--- config.mk ---
export PLATFORM = sky130hd
export DESIGN_NAME = cardinal_nic_flat
export DESIGN_NICKNAME = d
export VERILOG_FILES = /design/src/rtl/cardinal_nic_if.sv /design/src/rtl/cardinal_nic.sv /design/src/flat_wrapper.sv
export SDC_FILE = /design/constraint.sdc
export NUM_CORES = 1
export LEC_CHECK = 0
export CORE_MARGIN = 8
export CORE_UTILIZATION = 25
export CTS_BUF_LIST = sky130_fd_sc_hd__clkbuf_16
export DETAILED_ROUTE_END_ITERATION = 7
export HOLD_SLACK_MARGIN = 0.06
export PLACE_DENSITY = 0.52
export SLEW_MARGIN = 20
export SYNTH_ARGS = -nofsm -noshare
export SYNTH_HDL_FRONTEND = slang
export SYNTH_SLANG_ARGS = --single-unit
--- constraint.sdc ---
create_clock -name Clock -period 1.45 [get_ports Clock]
set_clock_uncertainty 0.2 [all_clocks]
set_input_delay 0.29 -clock Clock [delete_from_list [all_inputs] [get_ports Clock]]
set_output_delay 0.29 -clock Clock [all_outputs]
set_load 0.01 [all_outputs]
--- src/rtl/cardinal_nic_if.sv ---
// Bus bundle between the cardinal processor / ring router side and the NIC.
// The master modport is the processor+router side; the NIC takes the slave modport.
interface cardinal_nic_if #(
   parameter int DATA_WIDTH = 64,
   parameter int ADDR_WIDTH = 2
);
   logic [ADDR_WIDTH-1:0] addr;
   logic [DATA_WIDTH-1:0] d_in;
   logic [DATA_WIDTH-1:0] d_out;
   logic                  nicEn;
   logic                  nicWrEn;

   logic                  net_si;
   logic                  net_ri;
   logic [DATA_WIDTH-1:0] net_di;
   logic                  net_so;
   logic                  net_ro;
   logic [DATA_WIDTH-1:0] net_do;
   logic                  net_polarity;

   modport master (
      output addr, d_in, nicEn, nicWrEn,
      output net_si, net_di, net_ro, net_polarity,
      input  d_out, net_ri, net_so, net_do
   );

   modport slave (
      input  addr, d_in, nicEn, nicWrEn,
      input  net_si, net_di, net_ro, net_polarity,
      output d_out, net_ri, net_so, net_do
   );
endinterface

--- src/rtl/cardinal_nic.sv ---
// Memory-mapped NIC: single-entry in/out channel buffers with status flags,
// exposed to the processor as four registers and to the ring router as ready/send handshakes.
module cardinal_nic #(
   parameter int DATA_WIDTH = 64,
   parameter int ADDR_WIDTH = 2
) (
   input logic            Clock,
   input logic            Reset,
   cardinal_nic_if.slave  bus
);
   localparam logic [ADDR_WIDTH-1:0] REG_IN_BUF     = ADDR_WIDTH'(0);
   localparam logic [ADDR_WIDTH-1:0] REG_IN_STATUS  = ADDR_WIDTH'(1);
   localparam logic [ADDR_WIDTH-1:0] REG_OUT_BUF    = ADDR_WIDTH'(2);
   localparam logic [ADDR_WIDTH-1:0] REG_OUT_STATUS = ADDR_WIDTH'(3);

   logic [DATA_WIDTH-1:0] in_buf;
   logic                  in_full;
   logic [DATA_WIDTH-1:0] out_buf;
   logic                  out_full;
   logic                  net_so_q;
   logic [DATA_WIDTH-1:0] net_do_q;

   logic rd_en;
   logic wr_en;
   logic consume;
   logic fill;
   logic out_write;
   logic drain;
   logic vc_bit;

   assign rd_en = bus.nicEn & ~bus.nicWrEn;
   assign wr_en = bus.nicEn & bus.nicWrEn;

   // The VC bit is bit 63 in the processor's [0:63] numbering, i.e. the LSB here.
   assign vc_bit = out_buf[0];

   // All events are qualified by the pre-edge flags, so consume/fill and
   // drain/write are mutually exclusive on any given edge.
   assign consume   = rd_en && (bus.addr == REG_IN_BUF) && in_full;
   assign fill      = bus.net_si && !in_full;
   assign out_write = wr_en && (bus.addr == REG_OUT_BUF) && !out_full;
   assign drain     = out_full && bus.net_ro && (bus.net_polarity == vc_bit);

   always_comb begin
      bus.d_out = '0;
      if (rd_en) begin
         case (bus.addr)
            REG_IN_BUF:     bus.d_out = in_buf;
            REG_IN_STATUS:  bus.d_out = {{(DATA_WIDTH-1){1'b0}}, in_full};
            REG_OUT_BUF:    bus.d_out = out_buf;
            REG_OUT_STATUS: bus.d_out = {{(DATA_WIDTH-1){1'b0}}, out_full};
            default:        bus.d_out = '0;
         endcase
      end
   end

   always_ff @(posedge Clock) begin
      if (Reset) begin
         in_buf  <= '0;
         in_full <= 1'b0;
      end else if (consume) begin
         in_full <= 1'b0;
      end else if (fill) begin
         in_buf  <= bus.net_di;
         in_full <= 1'b1;
      end
   end

   // net_do keeps the last packet sent; net_so is a one-cycle pulse per packet.
   always_ff @(posedge Clock) begin
      if (Reset) begin
         out_buf  <= '0;
         out_full <= 1'b0;
         net_so_q <= 1'b0;
         net_do_q <= '0;
      end else begin
         net_so_q <= drain;
         if (drain) begin
            net_do_q <= out_buf;
            out_full <= 1'b0;
         end else if (out_write) begin
            out_buf  <= bus.d_in;
            out_full <= 1'b1;
         end
      end
   end

   assign bus.net_ri = ~in_full;
   assign bus.net_so = net_so_q;
   assign bus.net_do = net_do_q;
endmodule

--- src/flat_wrapper.sv ---
// flat-port wrapper written by rule: the top's interface ports become plain ports
module cardinal_nic_flat 
#(
   parameter int DATA_WIDTH = 64,
   parameter int ADDR_WIDTH = 2
)
  (Clock, Reset, bus_addr, bus_d_in, bus_nicEn, bus_nicWrEn, bus_net_si, bus_net_di, bus_net_ro, bus_net_polarity, bus_d_out, bus_net_ri, bus_net_so, bus_net_do);
  cardinal_nic_if #(.DATA_WIDTH(DATA_WIDTH), .ADDR_WIDTH(ADDR_WIDTH)) bus_i ();
  input logic Clock;
  input logic Reset;
  input wire logic [$bits(bus_i.addr)-1:0] bus_addr;
  input wire logic [$bits(bus_i.d_in)-1:0] bus_d_in;
  input wire logic [$bits(bus_i.nicEn)-1:0] bus_nicEn;
  input wire logic [$bits(bus_i.nicWrEn)-1:0] bus_nicWrEn;
  input wire logic [$bits(bus_i.net_si)-1:0] bus_net_si;
  input wire logic [$bits(bus_i.net_di)-1:0] bus_net_di;
  input wire logic [$bits(bus_i.net_ro)-1:0] bus_net_ro;
  input wire logic [$bits(bus_i.net_polarity)-1:0] bus_net_polarity;
  output wire logic [$bits(bus_i.d_out)-1:0] bus_d_out;
  output wire logic [$bits(bus_i.net_ri)-1:0] bus_net_ri;
  output wire logic [$bits(bus_i.net_so)-1:0] bus_net_so;
  output wire logic [$bits(bus_i.net_do)-1:0] bus_net_do;
  assign bus_i.addr = bus_addr;
  assign bus_i.d_in = bus_d_in;
  assign bus_i.nicEn = bus_nicEn;
  assign bus_i.nicWrEn = bus_nicWrEn;
  assign bus_i.net_si = bus_net_si;
  assign bus_i.net_di = bus_net_di;
  assign bus_i.net_ro = bus_net_ro;
  assign bus_i.net_polarity = bus_net_polarity;
  assign bus_d_out = bus_i.d_out;
  assign bus_net_ri = bus_i.net_ri;
  assign bus_net_so = bus_i.net_so;
  assign bus_net_do = bus_i.net_do;
  cardinal_nic #(.DATA_WIDTH(DATA_WIDTH), .ADDR_WIDTH(ADDR_WIDTH)) u_core (.Clock(Clock), .Reset(Reset), .bus(bus_i));
endmodule
# Word-level counts from Yosys, hierarchy flattened
# Cells that the tools add are included.
dict set report classes {
  eq_ne 4
  div 0
  magnitude_cmp 0
  shift 0
  multipliers 0
  reduce_logical 14
  add_sub_neg 0
  muxes 2
  bitwise 6
}
# operator n
set op_table {}
lappend op_table {{64-bit one-hot mux with 4 select lines} 1}
lappend op_table {{64-bit 2-to-1 mux} 1}
lappend op_table {{1-bit logical AND} 7}
lappend op_table {{2-bit equality test (second input constant)} 2}
lappend op_table {{1-bit NOT} 4}
lappend op_table {{2-bit AND reduction} 2}
lappend op_table {{2-bit OR reduction} 2}
lappend op_table {{1-bit bitwise AND} 2}
lappend op_table {{2-bit by 1-bit equality test with 1-bit output (second input constant)} 1}
lappend op_table {{1-bit zero test} 2}
lappend op_table {{2-bit zero test} 1}
lappend op_table {{1-bit equality test} 1}
dict set report totals {
  latchBits 0
  n_memories 0
  romBits 0
  word_cells 32
  register_bits 195
  mem_bits_rw 0
  output_inout_bits 130
}

# Logic depth before layout (Yosys ltp)
dict set report depth {
  depth_word 6
  ltp_mapped 5
}

# Worst setup path after synthesis
# OpenSTA, ideal clock, no wires.
dict set report synth_path {
  path_type {input to output}
  from {in bus_nicWrEn}
  to {out bus_d_out[10]}
  arrival_time_ns 1.195
  cell_stages 4
  slack_ns -0.235
  cell_sequence {or3b_1 > buf_2 > buf_1 > nor2_1}
}
dict set report synth_between {
  elab_chain_cells 3
}
# element line_no
set synth_rtl {}
lappend synth_rtl {{start: declaration} flat_wrapper.sv:14} ;# input wire logic [$bits(bus_i.nicWrEn)-1:0] bus_nicWrEn;
lappend synth_rtl {{1-bit NOT} cardinal_nic.sv:31} ;# assign rd_en = bus.nicEn & ~bus.nicWrEn;
lappend synth_rtl {{1-bit bitwise AND} cardinal_nic.sv:31}
lappend synth_rtl {{64-bit 2-to-1 mux} cardinal_nic.sv:46} ;# if (rd_en) begin
lappend synth_rtl {{end: declaration} flat_wrapper.sv:19} ;# output wire logic [$bits(bus_i.d_out)-1:0] bus_d_out;
# Every way passes these cells.

# Worst setup path after layout
dict set report layout_path {
  from {in bus_nicWrEn}
  to {out bus_d_out[46]}
}
# The elaborated chain is that of the path after synthesis.

==> run summary <==
Buffers & Inverters on Critical Path -> 7
setup violators final -> 156
predominant post-synthesis flop cell -> dfxtp_1
Post-Syn Nets -> 991
CTS H-tree lvls -> 4
first-pass GRT wire length -> 46.9 mm
share of cells above drive strength 1 -> 40.5%
Critical Path RT -> 0.96 ns
register area -> 3950 um^2
drt first pass iters -> 5
unrepaired setup endpoints after global routing -> yes
Final Max Slew Viols -> 0
cell leakage power -> 5.90 nW
die area -> 38600 um^2
Worst R2R Setup Slack -> -0.21 ns
CP max FO -> 3
vias in the first global route -> 7558
Initial Utilization -> 25.2%
nets -> 1414
CP max-delay cell -> or3b_4
worst vdd ir -> 0.893 mV
initial antenna violation count -> 2
CP Class -> input pin to output port
Post-synth EDFFs -> 0
Final TNS setup -> -48.43 ns
Clock Power Share -> 39.4%
CTS Root Cell -> clkbuf_16
WHS -> 0.178 ns
Final Hold Fails -> 0
DR WL/cell -> 20.0 um
Mean Syn Cell Area -> 9.54 um^2
post-synthesis sequential area ratio -> 47.9%
Synth cell types -> 25
flops & latches, synth -> 195
area of the multi-input gates -> 4460 um^2
io pins -> 267
Crit. End Element -> output port
Max-Cap Viols -> 0
final worst path period need -> 2.14 ns
Hold Crit Class -> input pin to register
net load switching power -> 3.42 mW
failing checks -> setup timing
Combinational Power Share -> 16.1%
asr flop ratio synth -> 0%
P_int -> 9.11 mW
Routed Antenna Nets -> 0
fin worst setup slack -> -0.691 ns
Num Clock Sinks -> 195
crit-path max cell delay -> 0.45 ns
DR iter-0 viols -> 359
CTS tree -> yes
Layout area overhead -> 78.8%
Worst-Margin Slew -> 0.384 ns
CTS Buffer Depth -> 2
CP Cell Sequence -> buf_8 -> or3b_4 -> buf_12 -> buf_16 -> buf_12 -> buf_8 -> buf_6 -> nor2_4 -> buf_6
port bufs -> 266
Global Route Usage Sum -> 15.8%
Die X-Extent -> 197 um
row count -> 66
final instance area -> 14600 um^2
Residual DRC -> 0
commonest cells after routing, fill and taps aside -> dfxtp_1, clkdlybuf4s50_1, nand2b_1
CP Data Arrival Time -> 1.65 ns
switching share of power -> 27.3%
Worst-Skew Late Latency -> 0.42 ns
PwrDens -> 860 nW/um^2
hold_buf cts -> 0
HPWL after detailed placement -> 20.4 mm
RD Place Congestion -> 0.778
largest net degree at the start of global routing -> 56
dpl cell area -> 12600 um^2
DR vias/cell -> 4.35
outcome -> finished, violations left
YS warnings -> 0
most common cell after layout, fill and taps aside -> dfxtp_1
FMAX -> 467 MHz
Synth Cell Area -> 8150 um^2
Reg power frac -> 44.5%
core area -> 32300 um^2
Crit path max-delay family -> buffers and inverters
Slew HR -> 73.7%
gr ovfl total -> 0
chip height -> 197 um
Syn Inst Count -> 854
final wirelength -> 34.6 mm
fin crit share -> 148%
vias -> 7537
type of origin of the critical path -> input pin
Fillers -> 3072
cts bufs inserted -> 17
Clock Pin Slew Worst Setup and Hold Paths -> 0.08 ns
-- power by group through the flow --
stage	clock, mW	sequential [mW]	combinational [mW]
2_1_floorplan	0	5.69	0.756
3_3_place_gp	0	5.70	1.55
3_5_place_dp	0	5.70	1.56
4_1_cts	5.09	5.58	1.77
5_1_grt	5.30	5.60	2.15
6_report	4.93	5.58	2.02
-- flip-flops by register name (all words and copies together) (netlist names) --
name and flops:
u_core.in_full 1, u_core.in_buf 64, u_core.out_buf 64, u_core.out_full 1
u_core.bus.net_do 64, u_core.bus.net_so 1
-- synthesized netlist by cell type, types with 6 or more instances --
cell	number	area [um^2]
buf_6	6	67.6
nand2_1	129	484
dfxtp_1	195	3900
nor2_1	64	240
nand2b_1	128	801
buf_1	8	30.0
buf_12	6	120
clkbuf_1	23	86.3
a22o_1	64	561
a21oi_1	65	325
buf_2	21	105
buf_4	6	45.0
mux2i_1	127	1270
-- metrics by stage --
step	total power [mW]	cells	setup WS (ns)	util, %
after detailed placement	7.26	1625	-1.26	39.1
after global placement	7.25	1625	-1.25	39.1
after floorplan	6.45	854	-0.158	-
final	12.5	1734	-0.691	45.1
after CTS	12.4	1703	-0.741	42.9
after global routing	13.0	1734	-0.717	45.1
-- final timing paths --
check	from	end	cells after the start
max reg2reg	u_core.out_buf[0]	u_core.bus.net_do[58]	6
min reg2reg	u_core.in_buf[32]	u_core.in_buf[32]	2
min	Reset	u_core.bus.net_so	4
max	bus_nicWrEn	bus_d_out[46]	9
-- cell type report --
| cell class | instances | share of cell area (%) |
|---|---|---|
| clock inverters | 15 | 1.17 |
| well taps | 442 | 3.80 |
| clock buffers | 17 | 2.92 |
| diodes | 2 | 0.0343 |
| inverters | 1 | 0.0429 |
| multi-input cells | 589 | 30.6 |
| flip-flops and latches | 195 | 27.1 |
| repair buffers | 473 | 34.3 |
-- worst register-to-register path, cell delays in order (launching register included) --
cell and delay (ns):
dfxtp_2 0.33, buf_6 0.12, xor2_4 0.16, nor3_4 0.22, buf_12 0.22, clkbuf_16 0.20
a22o_1 0.15
-- per-layer routing --
metal	track usage, %	up-vias	wire length, um
met5	0	-	0
met1	21.1	3621	16300
met4	3.48	0	422
met2	25.5	166	16400
li1	-	3731	-
met3	4.01	19	1570
-- kinds of logic (layout without fill, tap and decap cells) --
logic type | count (synthesis) | after routing | share of synthesized area [%]
and+or+nand+nor | 327 | 328 | 19.3
DFF | 195 | 195 | 47.9
AOI/OAI and AO/OA | 132 | 132 | 11.1
muxes | 128 | 128 | 15.9
buffers and inverters | 71 | 506 | 5.62
xor gates and xnor gates | 1 | 1 | 0.108
other | 0 | 2 | 0
-- repair_timing --
action / CTS / global route
endpoints found under the hold margin: 0 / 0
pin swaps: 69 / 39
setup endpoints to repair: 261 / 219
gates cloned: 9 / 18
setup buffers: 37 / 23
gates resized for setup: 689 / 95
(Power assumes the default switching activity.)
